===== src/rtl/data_cache_if.sv =====
// Bus bundle for data_cache: CPU-side word port plus memory-side 128-bit block port.
// master = the cache; slave = the pipeline and data_memory it sits between.
`timescale 1ns/1ps
interface data_cache_if;
  logic         cpu_read;
  logic         cpu_write;
  logic [31:0]  cpu_address;
  logic [3:0]   cpu_byteen;
  logic [31:0]  cpu_writedata;
  logic [31:0]  cpu_readdata;
  logic         cpu_busywait;
  logic         mem_read;
  logic         mem_write;
  logic [27:0]  mem_address;
  logic [127:0] mem_writedata;
  logic [127:0] mem_readdata;
  logic         mem_busywait;

  modport master (
    input  cpu_read, cpu_write, cpu_address, cpu_byteen, cpu_writedata,
    output cpu_readdata, cpu_busywait,
    output mem_read, mem_write, mem_address, mem_writedata,
    input  mem_readdata, mem_busywait
  );

  modport slave (
    output cpu_read, cpu_write, cpu_address, cpu_byteen, cpu_writedata,
    input  cpu_readdata, cpu_busywait,
    input  mem_read, mem_write, mem_address, mem_writedata,
    output mem_readdata, mem_busywait
  );
endinterface


===== src/rtl/data_cache.sv =====
// Direct-mapped, write-back, write-allocate data cache (4-word lines) between the
// MEM stage and a block-oriented data memory with a READ/WRITE/BUSYWAIT handshake.
`timescale 1ns/1ps
module data_cache #(
  parameter  int INDEX_BITS = 3,
  localparam int TAG_BITS   = 28 - INDEX_BITS,
  localparam int LINES      = 1 << INDEX_BITS
) (
  input logic          clk,
  input logic          rst,
  data_cache_if.master bus
);
  typedef enum logic [1:0] {IDLE, WRITEBACK, ALLOCATE, UPDATE} state_t;

  state_t                state;
  logic [127:0]          line_data [LINES];
  logic [TAG_BITS-1:0]   line_tag  [LINES];
  logic [LINES-1:0]      line_valid;
  logic [LINES-1:0]      line_dirty;
  logic [INDEX_BITS-1:0] idx;
  logic [INDEX_BITS-1:0] miss_idx;
  logic [TAG_BITS-1:0]   tag;
  logic [TAG_BITS-1:0]   miss_tag;
  logic [1:0]            word;
  logic [31:0]           hit_word;
  logic [127:0]          fill_data;
  logic                  hit;
  logic                  req;
  logic                  seen_busy;
  logic                  mem_busy;
  logic                  mem_done;
  logic                  unused_addr_bits;

  function automatic logic [31:0] merge_lanes(input logic [31:0] old_w,
                                              input logic [31:0] new_w,
                                              input logic [3:0]  be);
    logic [31:0] r;
    r = old_w;
    for (int i = 0; i < 4; i++)
      if (be[i]) r[8*i +: 8] = new_w[8*i +: 8];
    return r;
  endfunction

  assign idx              = bus.cpu_address[4 +: INDEX_BITS];
  assign tag              = bus.cpu_address[31 : 4+INDEX_BITS];
  assign word             = bus.cpu_address[3:2];
  assign unused_addr_bits = ^bus.cpu_address[1:0];
  assign req              = bus.cpu_read | bus.cpu_write;
  assign hit              = line_valid[idx] && (line_tag[idx] == tag);
  assign hit_word         = line_data[idx][{word, 5'b0} +: 32];
  assign mem_busy         = bus.mem_busywait;
  // A transfer is complete only once the memory has been seen busy and then released.
  assign mem_done         = !mem_busy && seen_busy;

  always_comb begin
    bus.cpu_busywait = 1'b1;
    bus.cpu_readdata = '0;
    if (state == IDLE) begin
      bus.cpu_busywait = req && !hit;
      if (bus.cpu_read && hit) bus.cpu_readdata = hit_word;
    end
  end

  always_ff @(posedge clk or posedge rst) begin
    if (rst) begin
      state             <= IDLE;
      bus.mem_read      <= 1'b0;
      bus.mem_write     <= 1'b0;
      bus.mem_address   <= '0;
      bus.mem_writedata <= '0;
      seen_busy         <= 1'b0;
      line_valid        <= '0;
      line_dirty        <= '0;
      miss_idx          <= '0;
      miss_tag          <= '0;
    end else begin
      case (state)
        IDLE: begin
          if (req && hit) begin
            if (bus.cpu_write) line_dirty[idx] <= 1'b1;
          end else if (req) begin
            // Latch the miss target so a flushed request still completes the fill.
            miss_idx <= idx;
            miss_tag <= tag;
            if (line_valid[idx] && line_dirty[idx]) begin
              state             <= WRITEBACK;
              bus.mem_write     <= 1'b1;
              bus.mem_address   <= {line_tag[idx], idx};
              bus.mem_writedata <= line_data[idx];
            end else begin
              state           <= ALLOCATE;
              bus.mem_read    <= 1'b1;
              bus.mem_address <= {tag, idx};
            end
          end
        end
        WRITEBACK: begin
          if (mem_done) begin
            seen_busy       <= 1'b0;
            bus.mem_write   <= 1'b0;
            bus.mem_read    <= 1'b1;
            bus.mem_address <= {miss_tag, miss_idx};
            state           <= ALLOCATE;
          end else if (mem_busy) begin
            seen_busy <= 1'b1;
          end
        end
        ALLOCATE: begin
          if (mem_done) begin
            seen_busy    <= 1'b0;
            bus.mem_read <= 1'b0;
            state        <= UPDATE;
          end else if (mem_busy) begin
            seen_busy <= 1'b1;
          end
        end
        UPDATE: begin
          line_valid[miss_idx] <= 1'b1;
          line_dirty[miss_idx] <= 1'b0;
          state                <= IDLE;
        end
        default: state <= IDLE;
      endcase
    end
  end

  // Line storage carries no reset; validity alone decides whether it is meaningful.
  always_ff @(posedge clk) begin
    if (state == ALLOCATE && mem_done) fill_data <= bus.mem_readdata;
    if (state == UPDATE) begin
      line_data[miss_idx] <= fill_data;
      line_tag[miss_idx]  <= miss_tag;
    end else if (state == IDLE && bus.cpu_write && hit) begin
      line_data[idx][{word, 5'b0} +: 32] <= merge_lanes(hit_word, bus.cpu_writedata, bus.cpu_byteen);
    end
  end
endmodule


===== src/flat_wrapper.sv =====
// flat-port wrapper written by rule: the top's interface ports become plain ports
module data_cache_flat 
#(
  parameter  int INDEX_BITS = 3,
  localparam int TAG_BITS   = 28 - INDEX_BITS,
  localparam int LINES      = 1 << INDEX_BITS
)
  (clk, rst, bus_cpu_read, bus_cpu_write, bus_cpu_address, bus_cpu_byteen, bus_cpu_writedata, bus_cpu_readdata, bus_cpu_busywait, bus_mem_read, bus_mem_write, bus_mem_address, bus_mem_writedata, bus_mem_readdata, bus_mem_busywait);
  data_cache_if bus_i ();
  input logic clk;
  input logic rst;
  input wire logic [$bits(bus_i.cpu_read)-1:0] bus_cpu_read;
  input wire logic [$bits(bus_i.cpu_write)-1:0] bus_cpu_write;
  input wire logic [$bits(bus_i.cpu_address)-1:0] bus_cpu_address;
  input wire logic [$bits(bus_i.cpu_byteen)-1:0] bus_cpu_byteen;
  input wire logic [$bits(bus_i.cpu_writedata)-1:0] bus_cpu_writedata;
  output wire logic [$bits(bus_i.cpu_readdata)-1:0] bus_cpu_readdata;
  output wire logic [$bits(bus_i.cpu_busywait)-1:0] bus_cpu_busywait;
  output wire logic [$bits(bus_i.mem_read)-1:0] bus_mem_read;
  output wire logic [$bits(bus_i.mem_write)-1:0] bus_mem_write;
  output wire logic [$bits(bus_i.mem_address)-1:0] bus_mem_address;
  output wire logic [$bits(bus_i.mem_writedata)-1:0] bus_mem_writedata;
  input wire logic [$bits(bus_i.mem_readdata)-1:0] bus_mem_readdata;
  input wire logic [$bits(bus_i.mem_busywait)-1:0] bus_mem_busywait;
  assign bus_i.cpu_read = bus_cpu_read;
  assign bus_i.cpu_write = bus_cpu_write;
  assign bus_i.cpu_address = bus_cpu_address;
  assign bus_i.cpu_byteen = bus_cpu_byteen;
  assign bus_i.cpu_writedata = bus_cpu_writedata;
  assign bus_cpu_readdata = bus_i.cpu_readdata;
  assign bus_cpu_busywait = bus_i.cpu_busywait;
  assign bus_mem_read = bus_i.mem_read;
  assign bus_mem_write = bus_i.mem_write;
  assign bus_mem_address = bus_i.mem_address;
  assign bus_mem_writedata = bus_i.mem_writedata;
  assign bus_i.mem_readdata = bus_mem_readdata;
  assign bus_i.mem_busywait = bus_mem_busywait;
  data_cache #(.INDEX_BITS(INDEX_BITS)) u_core (.clk(clk), .rst(rst), .bus(bus_i));
endmodule

===== config.mk =====
export PLATFORM = sky130hd
export DESIGN_NAME = data_cache_flat
export DESIGN_NICKNAME = d
export VERILOG_FILES = /design/src/rtl/data_cache_if.sv /design/src/rtl/data_cache.sv /design/src/flat_wrapper.sv
export SDC_FILE = /design/constraint.sdc
export NUM_CORES = 2
export LEC_CHECK = 0
export ABC_AREA = 1
export CAP_MARGIN = 20
export CORE_ASPECT_RATIO = 1.2
export CORE_MARGIN = 4
export CORE_UTILIZATION = 39
export DETAILED_ROUTE_END_ITERATION = 7
export SETUP_SLACK_MARGIN = 0.4
export SYNTH_ARGS = -nofsm -noshare
export SYNTH_HDL_FRONTEND = slang
export SYNTH_SLANG_ARGS = --single-unit

===== constraint.sdc =====
create_clock -name clk -period 12.24 [get_ports clk]
set_input_delay 2.448 -clock clk [delete_from_list [all_inputs] [get_ports clk]]
set_output_delay 2.448 -clock clk [all_outputs]
set_load 0.05 [all_outputs]

==> reports/metrics.yaml <==
worst_setup_path:
  critPathKind: "in -> out"
  r2r_setup_slack_ns: 7.41
  crit_arrival_ns: 7.71
  critPathMaxFanout: 32
  r2r_cells: 12
  r2r_end: "u_core.line_data[7][70]"
  crit_required_ns: 9.79
  end_kind: "output pin"
  crit-reg2reg-launch: "u_core.state[0]"
  critPathLaunchType: "primary input"
cells_and_area:
  nets: 5835
  final_util_pct: 46.4
  synthToLayoutAreaGrowth_pct: 17.8
  drive_gt1_share_pct: 9.03
sta:
  finalSetupTns_ns: 0
  finalHoldViolations: 0
  grt_setup_unrepaired: "false"
  setup_viol: 0
  fin_worst_skew_ns: 0.0319
  drv_slew: 0
  max_freq_mhz: 98.5
  maxSlewHeadroom_pct: 23.0
  tightest_slew_ns: 1.15
  finalCritPeriodShare_pct: 83.0
  min_period_ns: 10.15
power:
  pwr_density_cell_mw_per_mm2: 201
  p_total_mw: 15.0
  ir_worst_vdd_mv: 0.174
  leakagePower_nw: 27.0
die:
  die_h_um: 450
  initial_utilization_pct: 39.4
  die_area_mm2: 0.169
  core_area_mm2: 0.161
  io-pin-count: 392
  rows: 161
  fp.dieW_um: 376
logic_synthesis:
  syn_inst: 5286
  ys_seq_area_share_pct: 72.1
  yosys.area.top_type_share_pct: 64.0
  ys_seq_elements: 1557
  async_reset_ff_share_pct: 13.2
  synth_top_cells_by_count: "edfxtp_1, nand2_1, nor2_1, o21ai_0, nand3_1"
  synth_most_common_cell: "edfxtp_1"
  yosys_warnings: 0
  synth_ff_type: "edfxtp_1"
  ys_types: 41
  synthTopCellsByArea: "edfxtp_1, dfrtp_1, nand2_1"
  syn_area_mm2: 0.0634
  synth_edf_count: 1352
  syn_area_per_cell_um2: 12.0
  yosys.area.top_type: "edfxtp_1"
  syn-num-nets: 5496
routing:
  wire_per_inst_um: 27.5
  vias_per_cell: 5.54
  vias: 43600
  highest_layer: "met5"
  drcViolationCount: 0
  first_iter_violations: 5480
  wl_met1_mm: 82.3
  dr_wl_met3_mm: 21.7
  drt-total-wl_mm: 216
  first_pass_iters: 6
  wl_met2_mm: 98.8
  drtAntennaViolNets: 0
global_routing:
  track_usage_pct: 25.0
  grt_pass1_vias: 41300
  grt_pass1_wl_mm: 304
  grt_overflow: 0
  grt_max_degree: 184
  antenna_found_initial: 11
job:
  cap_violations: 0
clocking:
  postCtsHoldBufs: 0
  htree_levels: 4
  cts_buffers: 157
  cts_tree: "done"
  cts_root_buffer: "clkbuf_16"
  clk_pin_slew_ns: 0.06
  post_cts.repair.setup_buffers: 0
  clockBufferDepth: 3
  cts.sinks: 1557
  ctsResizeCount: 0
  clk_latency_ns: 0.80
outcome:
  status: "complete, no violations"
hold_path:
  hold_path.class: "reg -> reg"
  holdPathEnd: "u_core.line_valid[7]"
  min-delay-start: "u_core.line_valid[7]"
  worstHoldPathCells: 2
placement:
  portBuffers: 389
  gp_congestion: 0.895
  hpwl_mm: 134
[cells in the final DEF, fill, tap and decap left out, drive strengths merged]
master / Yosys / layout
clkbuf: 168 / 223
o32ai: 1 / 1
clkdlybuf4s50: 0 / 386
bufinv: 0 / 7
and2: 1 / 1
a211o: 6 / 6
buf: 138 / 100
mux2i: 20 / 20
clkinvlp: 0 / 2
o2111ai: 1 / 1
or2: 9 / 9
dfrtp: 205 / 205
nor3: 3 / 3
o21ai: 632 / 632
o211ai: 37 / 37
mux2: 128 / 128
inv: 248 / 252
nor2: 644 / 644
clkinv: 0 / 55
nand4: 8 / 8
a21oi: 148 / 148
edfxtp: 1352 / 1352
nand3: 309 / 309
diode: 0 / 6
nand3b: 4 / 4
ha: 9 / 9
a32oi: 1 / 1
nand2: 1084 / 1084
o221ai: 42 / 42
o22ai: 88 / 88
[per-layer routing]
metal	up-vias	GRT usage [%]
li1	19300	-
met1	21600	32.3
met2	2388	39.1
met3	440	5.78
met4	10	13.5
met5	-	0
[kinds of logic after synthesis]
logic type / count (synthesis) / share of synthesized area, %
multiplexers: 148 / 2.59
adder cells (fa/ha/maj): 9 / 0.178
flip-flops: 1557 / 72.1
AND/OR/NAND/NOR: 2062 / 13.0
buffers and inverters: 554 / 3.83
AO/OA/AOI/OAI: 956 / 8.25
[power breakdown]
group,internal (mW),switching [mW]
sequential,6.61,0.384
clock,2.64,2.07
combinational,0.914,2.38
[final cells by class]
class / count / area [um^2]
inverters: 248 / 960
repair buffers: 486 / 4740
fillers: 14400 / 86300
well taps: 2119 / 2650
diodes: 6 / 15.0
clock inverters: 68 / 654
multi-input cells: 3175 / 15600
flip-flops and latches: 1557 / 45700
clock buffers: 223 / 4340
[how the worst max path moves through the flow]
stage / endpoint / start / cells past startpoint
after floorplan: u_core.fill_data[0] / bus_mem_busywait / 2
after global placement: bus_cpu_readdata[21] / bus_cpu_address[6] / 17
after detailed placement: bus_cpu_readdata[23] / bus_cpu_address[5] / 16
after CTS: bus_cpu_readdata[23] / bus_cpu_address[5] / 16
after global routing: bus_cpu_readdata[21] / bus_cpu_address[5] / 16
final: bus_cpu_readdata[21] / bus_cpu_address[5] / 16
[stage by stage]
step	cell area (um^2)	cells	hold WS (ns)	setup slack [ns]
after floorplan	63400	5286	0.423	3.53
after CTS	74600	7874	0.460	2.05
after global routing	74600	7877	0.485	1.80
final	74600	7882	0.458	2.09
after detailed placement	69600	7583	0.446	2.08
after global placement	69600	7581	0.438	2.16
[flip-flops by register name, indices dropped and copies added (netlist names), 8 cells and up]
register                  flops
u_core.miss_tag              25
u_core.line_tag             200
u_core.line_data           1024
u_core.fill_data            128
u_core.bus.mem_address       28
u_core.bus.mem_writedata    128
u_core.line_valid             8
u_core.line_dirty             8
[worst max-delay path, stage by stage]
cell and delay, ns:
clkdlybuf4s50_1 0.82, inv_2 0.14, nor2_4 0.87, nand3_1 0.18, nand2_1 0.17, nor2_1 0.07
nand2_1 0.09, nand2_1 0.07, nor2_1 0.13, nand2_1 0.10, nor2_1 0.17, nand2_2 0.16
nor2_8 0.22, nand3_2 0.76, nor2_1 0.37, clkdlybuf4s50_1 0.86
Note: power is estimated with default switching activity, not from simulation.
